<file path="src/rtl/status_code_pkg.sv">
// Shared types and constants for the status code packer.
package status_code_pkg;

  typedef enum logic [1:0] {
    IDLE = 2'd0,
    HALF = 2'd1,
    FULL = 2'd2
  } state_e;

  localparam logic [7:0] PAD_BYTE = 8'h00;

endpackage

</file>
<file path="src/rtl/status_idle_timer.sv">
// Idle-cycle counter for a held low byte; flags the last idle cycle before a padded flush.
module status_idle_timer #(
  parameter int TIMEOUT = 16
) (
  input  logic clock,
  input  logic rst_n,
  input  logic clear,
  input  logic enable,
  output logic expired
);

  localparam int CW = (TIMEOUT > 1) ? $clog2(TIMEOUT) : 1;

  logic [CW-1:0] cnt_q;

  // Count idle cycles; clear has priority so every entry into the hold state starts at zero.
  always_ff @(posedge clock or negedge rst_n) begin
    if (!rst_n) begin
      cnt_q <= '0;
    end else if (clear) begin
      cnt_q <= '0;
    end else if (enable) begin
      cnt_q <= cnt_q + CW'(1);
    end
  end

  assign expired = (cnt_q == CW'(TIMEOUT - 1));

endmodule

</file>
<file path="src/rtl/status_code_packer.sv">
// Packs a stream of status bytes into 16-bit payload words, padding a lone or stale low byte.
//
// state | meaning
// IDLE  | nothing held, output register empty
// HALF  | low byte held, waiting for its high byte or the idle timeout
// FULL  | word presented on pl, waiting for pl_rdy
module status_code_packer
  import status_code_pkg::*;
#(
  parameter int TIMEOUT = 16
) (
  input  logic        clock,
  input  logic        rst_n,
  input  logic        code_vld,
  input  logic [7:0]  code,
  input  logic        code_last,
  output logic        code_rdy,
  output logic [15:0] pl,
  output logic        pl_vld,
  output logic        pl_last,
  output logic        pl_pad,
  input  logic        pl_rdy,
  output logic [15:0] word_cnt
);

  state_e      state_q, state_d;
  logic [7:0]  low_q, low_d;
  logic [15:0] pl_q, pl_d;
  logic        last_q, last_d;
  logic        pad_q, pad_d;
  logic [15:0] cnt_q, cnt_d;

  logic accept;
  logic xfer;
  logic expired;

  // In FULL a new byte can only enter if the current word leaves in the same cycle.
  assign code_rdy = (state_q == FULL) ? pl_rdy : 1'b1;
  assign accept   = code_vld & code_rdy;
  assign xfer     = (state_q == FULL) & pl_rdy;

  status_idle_timer #(
    .TIMEOUT(TIMEOUT)
  ) u_idle_timer (
    .clock  (clock),
    .rst_n  (rst_n),
    .clear  (state_q != HALF),
    .enable ((state_q == HALF) & ~accept),
    .expired(expired)
  );

  // Next-state and output-register logic; a byte accepted outside HALF follows the empty-packer rules.
  always_comb begin
    state_d = state_q;
    low_d   = low_q;
    pl_d    = pl_q;
    last_d  = last_q;
    pad_d   = pad_q;
    cnt_d   = cnt_q + {15'd0, xfer};

    case (state_q)
      IDLE: ;
      HALF: begin
        if (accept) begin
          state_d = FULL;
          pl_d    = {code, low_q};
          pad_d   = 1'b0;
          last_d  = code_last;
        end else if (expired) begin
          state_d = FULL;
          pl_d    = {PAD_BYTE, low_q};
          pad_d   = 1'b1;
          last_d  = 1'b0;
        end
      end
      FULL: begin
        if (xfer) begin
          state_d = IDLE;
        end
      end
      default: state_d = IDLE;
    endcase

    if (accept && (state_q != HALF)) begin
      if (code_last) begin
        state_d = FULL;
        pl_d    = {PAD_BYTE, code};
        pad_d   = 1'b1;
        last_d  = 1'b1;
      end else begin
        state_d = HALF;
        low_d   = code;
      end
    end
  end

  // State, held byte, output word and transfer counter.
  always_ff @(posedge clock or negedge rst_n) begin
    if (!rst_n) begin
      state_q <= IDLE;
      low_q   <= 8'h00;
      pl_q    <= 16'h0000;
      last_q  <= 1'b0;
      pad_q   <= 1'b0;
      cnt_q   <= 16'h0000;
    end else begin
      state_q <= state_d;
      low_q   <= low_d;
      pl_q    <= pl_d;
      last_q  <= last_d;
      pad_q   <= pad_d;
      cnt_q   <= cnt_d;
    end
  end

  assign pl       = pl_q;
  assign pl_vld   = (state_q == FULL);
  assign pl_last  = last_q;
  assign pl_pad   = pad_q;
  assign word_cnt = cnt_q;

endmodule

</file>
<file path="config.mk">
export PLATFORM = sky130hd
export DESIGN_NAME = status_code_packer
export DESIGN_NICKNAME = d
export VERILOG_FILES = /design/src/rtl/status_code_pkg.sv /design/src/rtl/status_idle_timer.sv /design/src/rtl/status_code_packer.sv
export SDC_FILE = /design/constraint.sdc
export NUM_CORES = 1
export LEC_CHECK = 0
export CAP_MARGIN = 5
export CORE_MARGIN = 5
export CORE_UTILIZATION = 53
export DETAILED_ROUTE_END_ITERATION = 12
export GPL_ROUTABILITY_DRIVEN = 1
export PLACE_DENSITY = 0.81
export SLEW_MARGIN = 10
export SYNTH_ARGS = -nofsm -noshare
export SYNTH_HDL_FRONTEND = slang
export SYNTH_SLANG_ARGS = --single-unit
export TNS_END_PERCENT = 1
</file>
<file path="constraint.sdc">
create_clock -name clock -period 4.4 [get_ports clock]
set_input_delay 0.88 -clock clock [delete_from_list [all_inputs] [get_ports clock]]
set_output_delay 0.88 -clock clock [all_outputs]
set_load 0.05 [all_outputs]
</file>
==> results_dict.tcl, run 1 <==
set metrics [dict create \
    track_usage 0.177 \
    viasPerCell 5.40 \
    reg2reg_depth 8 \
    vdd_drop_max_uv 386 \
    wl_per_cell_um 15.5 \
    yosysMostFrequentCell "dfrtp_1" \
    ioPinCount 49 \
    instances_no_fill 280 \
    num_rows 22 \
    rsz0062_at_grt "false" \
    clock_latency_ns 0.29 \
    fin_ws_ns 0.920 \
    skew_ns 0.00371 \
    wl_mm 4.35 \
    num_vias 1513 \
    drive_gt1_frac 0.0991 \
    synth_ff_type "dfrtp_1" \
    period_needed_ns 3.48 \
    postRouteAntennaNets 0 \
    ys_ff_latch 48 \
    clk_path_buf_depth 2 \
    dp_hpwl_mm 3.11 \
    synthTopCellsByArea "dfrtp_1 (58%), xnor2_1 (4.6%), a21oi_1 (4.3%)" \
    initial_core_util 0.555 \
    drt_iter0_drc 71 \
    design_area_um2 2670 \
    setup_tns_ns 0 \
    fin_crit_sh 0.791 \
    insertedDiodeCount 0 \
    place_area_um2 2580 \
    root_buffer "clkbuf_8" \
    core_area_um2 3740 \
    portBuffers 48 \
    htree_levels 2 \
    area_growth_syn_to_layout_pct 28.3 \
    clk_pin_slew_worst_paths_ns 0.08 \
    worstPathRequired_ns 3.52 \
    cts_hold_buf 0 \
    netlist_instances 182 \
    final_max_slew_viol_count 0 \
    die-width_um 72.6 \
    grt.overflow.total 0 \
    timing.final.setup_violations 0 \
    drtPass1Iterations 4 \
    critPathCaptureType "output pin" \
    maxCapViolCount 0 \
    grt_max_degree 49 \
    relSlewSlack 0.306 \
    gp_congestion 0.845 \
    p_leak_nw 1.18 \
    numCtsBuffers 5 \
    hold_viol 0 \
    syn_area_um2 2080 \
    synthArstFlopShare 1.00 \
    p_total_mw 1.61 \
    synth_top_area_cell "dfrtp_1" \
    yosysWarnings 0 \
    hp-class "register to register" \
    grt_pass1_wl_mm 7.30 \
    arrival_ns 2.60 \
    fmax_mhz 287 \
    dp_cells 272 \
    cts_resized 0 \
    crit_fanout 8 \
    post-route-drc-count 0 \
    multi_input_area_um2 833 \
    grt_pass1_vias 1482 \
    synth_area_per_cell_um2 11.4 \
    clock-sinks 48 \
    nets 248 \
    place_ws_ns 0.914 \
    holdPathStages 1 \
    seq_area_um2 1200 \
    syn_nets 199 \
    powerDensity_nw_per_um2 604 \
    antenna_found_initial 0 \
    dieHeight_um 72.6 \
    worstMarginPinSlew_ns 1.04 \
    synth_edf_count 0 \
    status "finished clean" \
    nFillCells 311 \
    crit_path_start_kind "input pin" \
    post-cts-setup-buffer-count 0 \
    die-area_um2 5280 \
    ys_top_cells_by_count "dfrtp_1 (48), nor2_1 (24), a21oi_1 (18)" \
    yosysUniqueCellTypes 35 \
    synth-seq-area-share 0.578 \
    cts_tree "yes" \
    synth_top_area_share 0.578 \
    criticalPathCategory "input pin to output pin" \
]
logic make-up after synthesis:
kind of cell	after synthesis	share of synthesized area
adder cells (fa/ha/maj)	4	0.0241
multiplexers	9	0.0481
AO/OA/AOI/OAI	33	0.100
buffers and inverters	8	0.0217
XOR/XNOR	17	0.0716
flip-flops	48	0.578
AND/OR/NAND/NOR	63	0.156
placed cells by master (no fill, tap or decap):
cell / instances
nor3_1: 1
a21oi_1: 18
clkdlybuf4s50_1: 47
nor2_1: 24
ha_1: 4
clkbuf_1: 2
nand4_1: 2
inv_1: 2
mux2i_1: 1
nand3_1: 9
o21ai_2: 1
nand2_1: 12
dfrtp_1: 48
a21oi_2: 2
a21boi_1: 1
clkbuf_8: 6
xor2_1: 6
nand2_2: 1
nand4_2: 1
a22oi_1: 8
and3_1: 3
and2_1: 2
buf_2: 1
a32o_1: 1
a211oi_1: 1
or3b_1: 1
nor4_2: 1
nor3b_4: 1
and2b_1: 1
nor2b_1: 1
nand2b_1: 2
o21a_1: 1
nor2_4: 1
mux2_2: 8
xnor2_1: 11
area by class of cell:
class / count / area share
Clock buffer: 8 / 0.0338
Inverter: 2 / 0.00281
Multi-Input combinational cell: 126 / 0.312
Sequential cell: 48 / 0.450
Tap cell: 48 / 0.0225
Timing Repair Buffer: 48 / 0.178
critical path: stages:
cell and delay [ns]:
clkdlybuf4s50_1 0.44, or3b_1 0.51, clkdlybuf4s50_1 0.76
registers in the layout, indices dropped and copies added, names as in the netlist:
register and count:
low_q 8, state_q 2, pl_last 1, pl 16
word_cnt 16, pl_pad 1, u_idle_timer.cnt_q 4
where the power goes:
group	internal (mW)	switching, mW
sequential	0.556	0.0840
combinational	0.242	0.465
clock	0.128	0.135
total	0.927	0.684
metrics by stage:
| stage | hold slack, ns | util |
|---|---|---|
| after CTS | 0.477 | 0.713 |
| after global placement | 0.462 | 0.689 |
| after floorplan | 0.480 | - |
| after global routing | 0.486 | 0.713 |
| after detailed placement | 0.462 | 0.689 |
| final | 0.475 | 0.713 |
final timing paths:
check,startpoint,to,slack [ns]
max,pl_rdy,code_rdy,0.92
min,word_cnt[15],word_cnt[15],0.48
max reg2reg,state_q[1],word_cnt[12],2.45
min reg2reg,word_cnt[15],word_cnt[15],0.48
max in group asynchronous,rst_n,low_q[7],2.99
min in group asynchronous,rst_n,word_cnt[0],0.76
metal layers:
metal / part of all wire / routed length, um / up-vias / GRT usage
met2: 0.50 / 2180 / 44 / 0.291
met3: 0.069 / 302 / 3 / 0.0675
met4: 0.0060 / 26 / 0 / 0.0369
li1: - / - / 716 / -
met5: 0 / 0 / - / 0
met1: 0.42 / 1850 / 750 / 0.224
(Power assumes the default switching activity.)
==> run 2, diff against run 1 <==
- CORE_UTILIZATION: 53 -> 49
- PLACE_DENSITY: 0.81 -> 0.76
- clock period: 4.4 -> 3.34 ns (I/O delays scaled with it)
==> results_dict.tcl, run 2 (synthesized netlist as in run 1, its figures left out) <==
set metrics [dict create \
    final_common_cell "dfrtp_1" \
    insertedDiodeCount 0 \
    clk_path_buf_depth 2 \
    postLayoutCoreUtil 0.660 \
    dieHeight_um 75.1 \
    num_vias 1493 \
    cp_num_buf_inv 2 \
    met1_length_mm 1.92 \
    die-width_um 75.1 \
    criticalPathCategory "input pin to output pin" \
    crit_fanout 3 \
    arrival_ns 2.20 \
    initial_core_util 0.512 \
    relSlewSlack 0.313 \
    antenna_found_initial 0 \
    grt_pass1_vias 1578 \
    cp_slowest_cell "clkdlybuf4s50_1" \
    p_leak_nw 1.19 \
    instances_no_fill 283 \
    dp_hpwl_mm 2.85 \
    clk_pin_slew_worst_paths_ns 0.08 \
    period_needed_ns 2.87 \
    core_area_um2 4060 \
    post-cts-setup-buffer-count 0 \
    powerDensity_nw_per_um2 792 \
    root_buffer "clkbuf_8" \
    htree_levels 2 \
    viasPerCell 5.28 \
    num_rows 23 \
    worstMarginPinSlew_ns 1.03 \
    nets 249 \
    hp-class "register to register" \
    ioPinCount 49 \
    grt.overflow.total 0 \
    multi_input_area_um2 833 \
    drt_iter0_drc 90 \
    fin_crit_sh 0.860 \
    hold_viol 0 \
    worstPathCellList "clkdlybuf4s50_1 -> or3b_1 -> clkdlybuf4s50_1" \
    grt_max_degree 49 \
    wl_met2_mm 1.96 \
    skew_ns 0.00264 \
    worstPathRequired_ns 2.67 \
    clock-sinks 48 \
    fmax_mhz 348 \
    maxCapViolCount 0 \
    rsz0062_at_grt "false" \
    wl_per_cell_um 15.0 \
    dp_cells 275 \
    final_cell_mix "dfrtp_1 (48), clkdlybuf4s50_1 (47), nor2_1 (24)" \
    dr.max_layer_used "met4" \
    vdd_drop_max_uv 487 \
    postRouteAntennaNets 0 \
    timing.final.setup_violations 0 \
    nFillCells 329 \
    drtPass1Iterations 4 \
    portBuffers 48 \
    status "finished clean" \
    cts_hold_buf 0 \
    critPathCaptureType "output pin" \
    cts_tree "yes" \
    seq_area_um2 1200 \
    post-route-drc-count 0 \
    cts_resized 0 \
    clock_latency_ns 0.30 \
    wl_mm 4.24 \
    setup_tns_ns 0 \
    crit_path_max_incr_delay_ns 0.72 \
    crit_path_start_kind "input pin" \
    grt_pass1_wl_mm 7.47 \
    area_growth_syn_to_layout_pct 28.8 \
    numCtsBuffers 5 \
    final_max_slew_viol_count 0 \
    die-area_um2 5650 \
    drive_gt1_frac 0.103 \
    route.met3.wl_um 314 \
    path_common_cell "clkdlybuf4s50_1" \
    worst_path_dominant_cell_family "buffers and inverters" \
    gp_congestion 0.763 \
    track_usage 0.174 \
]
## run 2: cell types whose count changed in the layout (fill, tap and decap cells not counted)
cell   change
buf_4      +1
## run 2: cell type report
cell class,count,share of cell area
clock buffer,8,0.0336
inverter,2,0.00280
sequential,48,0.449
tap,50,0.0234
multi-input combinational,126,0.311
timing repair buffer,49,0.180
## run 2: stage by stage
stage	instance area (um^2)	hold WS (ns)	power [mW]	worst slack (ns)
detailed placement	2590	0.475	1.79	0.474
global route	2680	0.502	2.24	0.427
global placement	2590	0.462	1.77	0.475
finish	2680	0.476	2.12	0.468
floorplan	2080	0.372	1.46	0.859
CTS	2680	0.486	2.15	0.463
## run 2: worst paths after layout
path,from,to,slack [ns],cells after the start
hold reg to reg,word_cnt[15],word_cnt[15],0.48,1
setup / recovery,pl_rdy,code_rdy,0.47,3
min in group asynchronous,rst_n,word_cnt[2],0.55,1
setup reg to reg,state_q[1],word_cnt[14],1.42,8
max in group asynchronous,rst_n,pl[13],2.16,1
hold / removal,word_cnt[15],word_cnt[15],0.48,1
## run 2: metal layers
| metal | global-route usage | vias to the layer above |
|---|---|---|
| li1 | - | 722 |
| met4 | 0.0466 | 0 |
| met5 | 0 | - |
| met3 | 0.0574 | 6 |
| met1 | 0.233 | 723 |
| met2 | 0.275 | 42 |
## run 2: power breakdown
group	total, mW	switching [mW]	internal, mW	leakage, nW
sequential	0.843	0.110	0.733	0.604
combinational	0.930	0.609	0.321	0.538
clock	0.348	0.179	0.169	0.0455
==> run 3, diff against run 2 <==
- SETUP_SLACK_MARGIN: unset -> 0.02
==> results of run 3 <==
The final DEF is identical to that of run 2; final timing and power are the same.
==> RTL change: new RTL, settings of run 1 <==
Put one more register stage on the output `word_cnt`, with the module's reset. The value now appears one clock later. The other outputs are not delayed to match.
--- a/src/rtl/status_code_packer.sv
+++ b/src/rtl/status_code_packer.sv
@@ -117,7 +117,13 @@
   assign pl_vld   = (state_q == FULL);
   assign pl_last  = last_q;
   assign pl_pad   = pad_q;
-  assign word_cnt = cnt_q;
+  always_ff @(posedge clock or negedge rst_n) begin
+    if (!rst_n) begin
+      word_cnt <= '0;
+    end else begin
+      word_cnt <= cnt_q;
+    end
+  end
 
 endmodule
 
Check against the original RTL: not equivalent (a bounded check fails within 4 cycles, from zero or initial values and one cycle with rst_n low).
==> RTL change against run 1 <==
Count of clock-buffer cells in the layout grew 4. Total power grew 28%. Setup slack gained 0.047 ns. Non-clock buffer count grew 1. Combinational power shrank 1%. Synthesized area grew 19%. Sequential cell count grew 16. Synthesized cell count grew 9.3%. Register-to-register slack gained 0.03 ns. Cell area grew 20%. Clock skew grew 0.0037 ns. Wire length grew 6.7%. Critical endpoint unchanged. Highest routed layer unchanged.
==> RTL change: results (changes against run 1) <==
| Metric | Value |
|---|---|
| Outcome | finished clean |
| Final HPWL DP | 3180 um (+2.2%) |
| Number of synthesized register bits | 64 (+33%) |
| Non-clock buffering overhead | 0.150 (-0.0279) |
| Mapped Avg Cell Area | 12.5 um2 (+9.2%) |
| Signal buffers | 49 (+2.1%) |
| GRT Total Usage | 0.177 (-0.000540) |
| CTS buffer count | 9 (+4) |
| Vias in the first global route | 1,723 (+16%) |
| Final std cells w/o fill | 309 (+10%) |
| Adder-cell area share of the yosys netlist | 0.0202 (-0.00391) |
| FP Rows | 24 (+9.1%) |
| Int Pwr | 0.00131 W (+42%) |
| Placement Setup Slack | 0.951 ns (+0.0375 ns) |
| Post-synthesis compound-gate area fraction | 0.0842 (-0.0163) |
| Clock network power share | 0.268 (+0.105) |
| Post-synthesis cell type count | 36 (+2.9%) |
| Seq power | 0.000812 W (+27%) |
| Worst Tran Pin Value | 0.792 ns (-0.250 ns) |
| Register area share after synthesis | 0.645 (+0.0675) |
| Post-Syn Nets | 216 (+8.5%) |
| DRT iter0 DRCs | 134 (+89%) |
| Wirelength per Cell | 15.0 um (-3.3%) |
| Worst-path clk slew | 0.06 ns (-0.02 ns) |
| Register Area | 1600 um2 (+33%) |
| Pin count of the biggest net entering global routing | 39 (-20%) |
| Area after DPL | 2990 um2 (+16%) |
| Synth Area in XOR/XNOR | 0.0600 (-0.0116) |
| Synth top area cells | dfrtp_1 65%, a21oi_1 3.6%, nor2_1 3.6%, xnor2_1 3.5%, mux2_2 3.2% |
| Post-synthesis mux area share | 0.0403 (-0.00781) |
| Clock-cell share of area | 0.0685 (+0.0348) |
| H-tree levels | 3 (+1) |
| Filler Cells Inserted | 319 (+2.6%) |
| Commonest cells post-synth | 64 x dfrtp_1, 24 x nor2_1, 18 x a21oi_1 |
| Placed cells | 294 (+8.1%) |
| P_leak | 1.48 nW (+25%) |
| Multi-In Gates | 127 (+0.79%) |
| Skew final | 0.00742 ns (+0.00371 ns) |
==> RTL change: path summary, 6_finish.rpt <==
| check | slack, ns | to | cells after the start |
|---|---|---|---|
| hold reg to reg | 0.40 | word_cnt[15] | 0 |
| setup reg to reg | 2.48 | cnt_q[13] | 7 |
| min in group asynchronous | 0.63 | cnt_q[7] | 1 |
| max in group asynchronous | 2.93 | cnt_q[15] | 2 |
| setup / recovery | 0.97 | code_rdy | 3 |
| hold / removal | 0.40 | word_cnt[15] | 0 |
==> RTL change: cell families after synthesis <==
group,Yosys count
xor+xnor,17
buf+inv,8
fa+ha+maj,4
mux,9
simple gates,64
flops,64
compound gates,33
==> RTL change: per-layer routing <==
metal  up-vias  routed length [um]  track usage
met2        44                2230        0.271
li1        792                   -            -
met1       828                2070        0.225
met4         0                 104        0.107
met3        11                 233       0.0492
met5         -                   0            0
==> RTL change: critical path: stages <==
cell and delay [ns]:
clkdlybuf4s50_1 0.43, or3b_1 0.49, clkdlybuf4s50_1 0.75
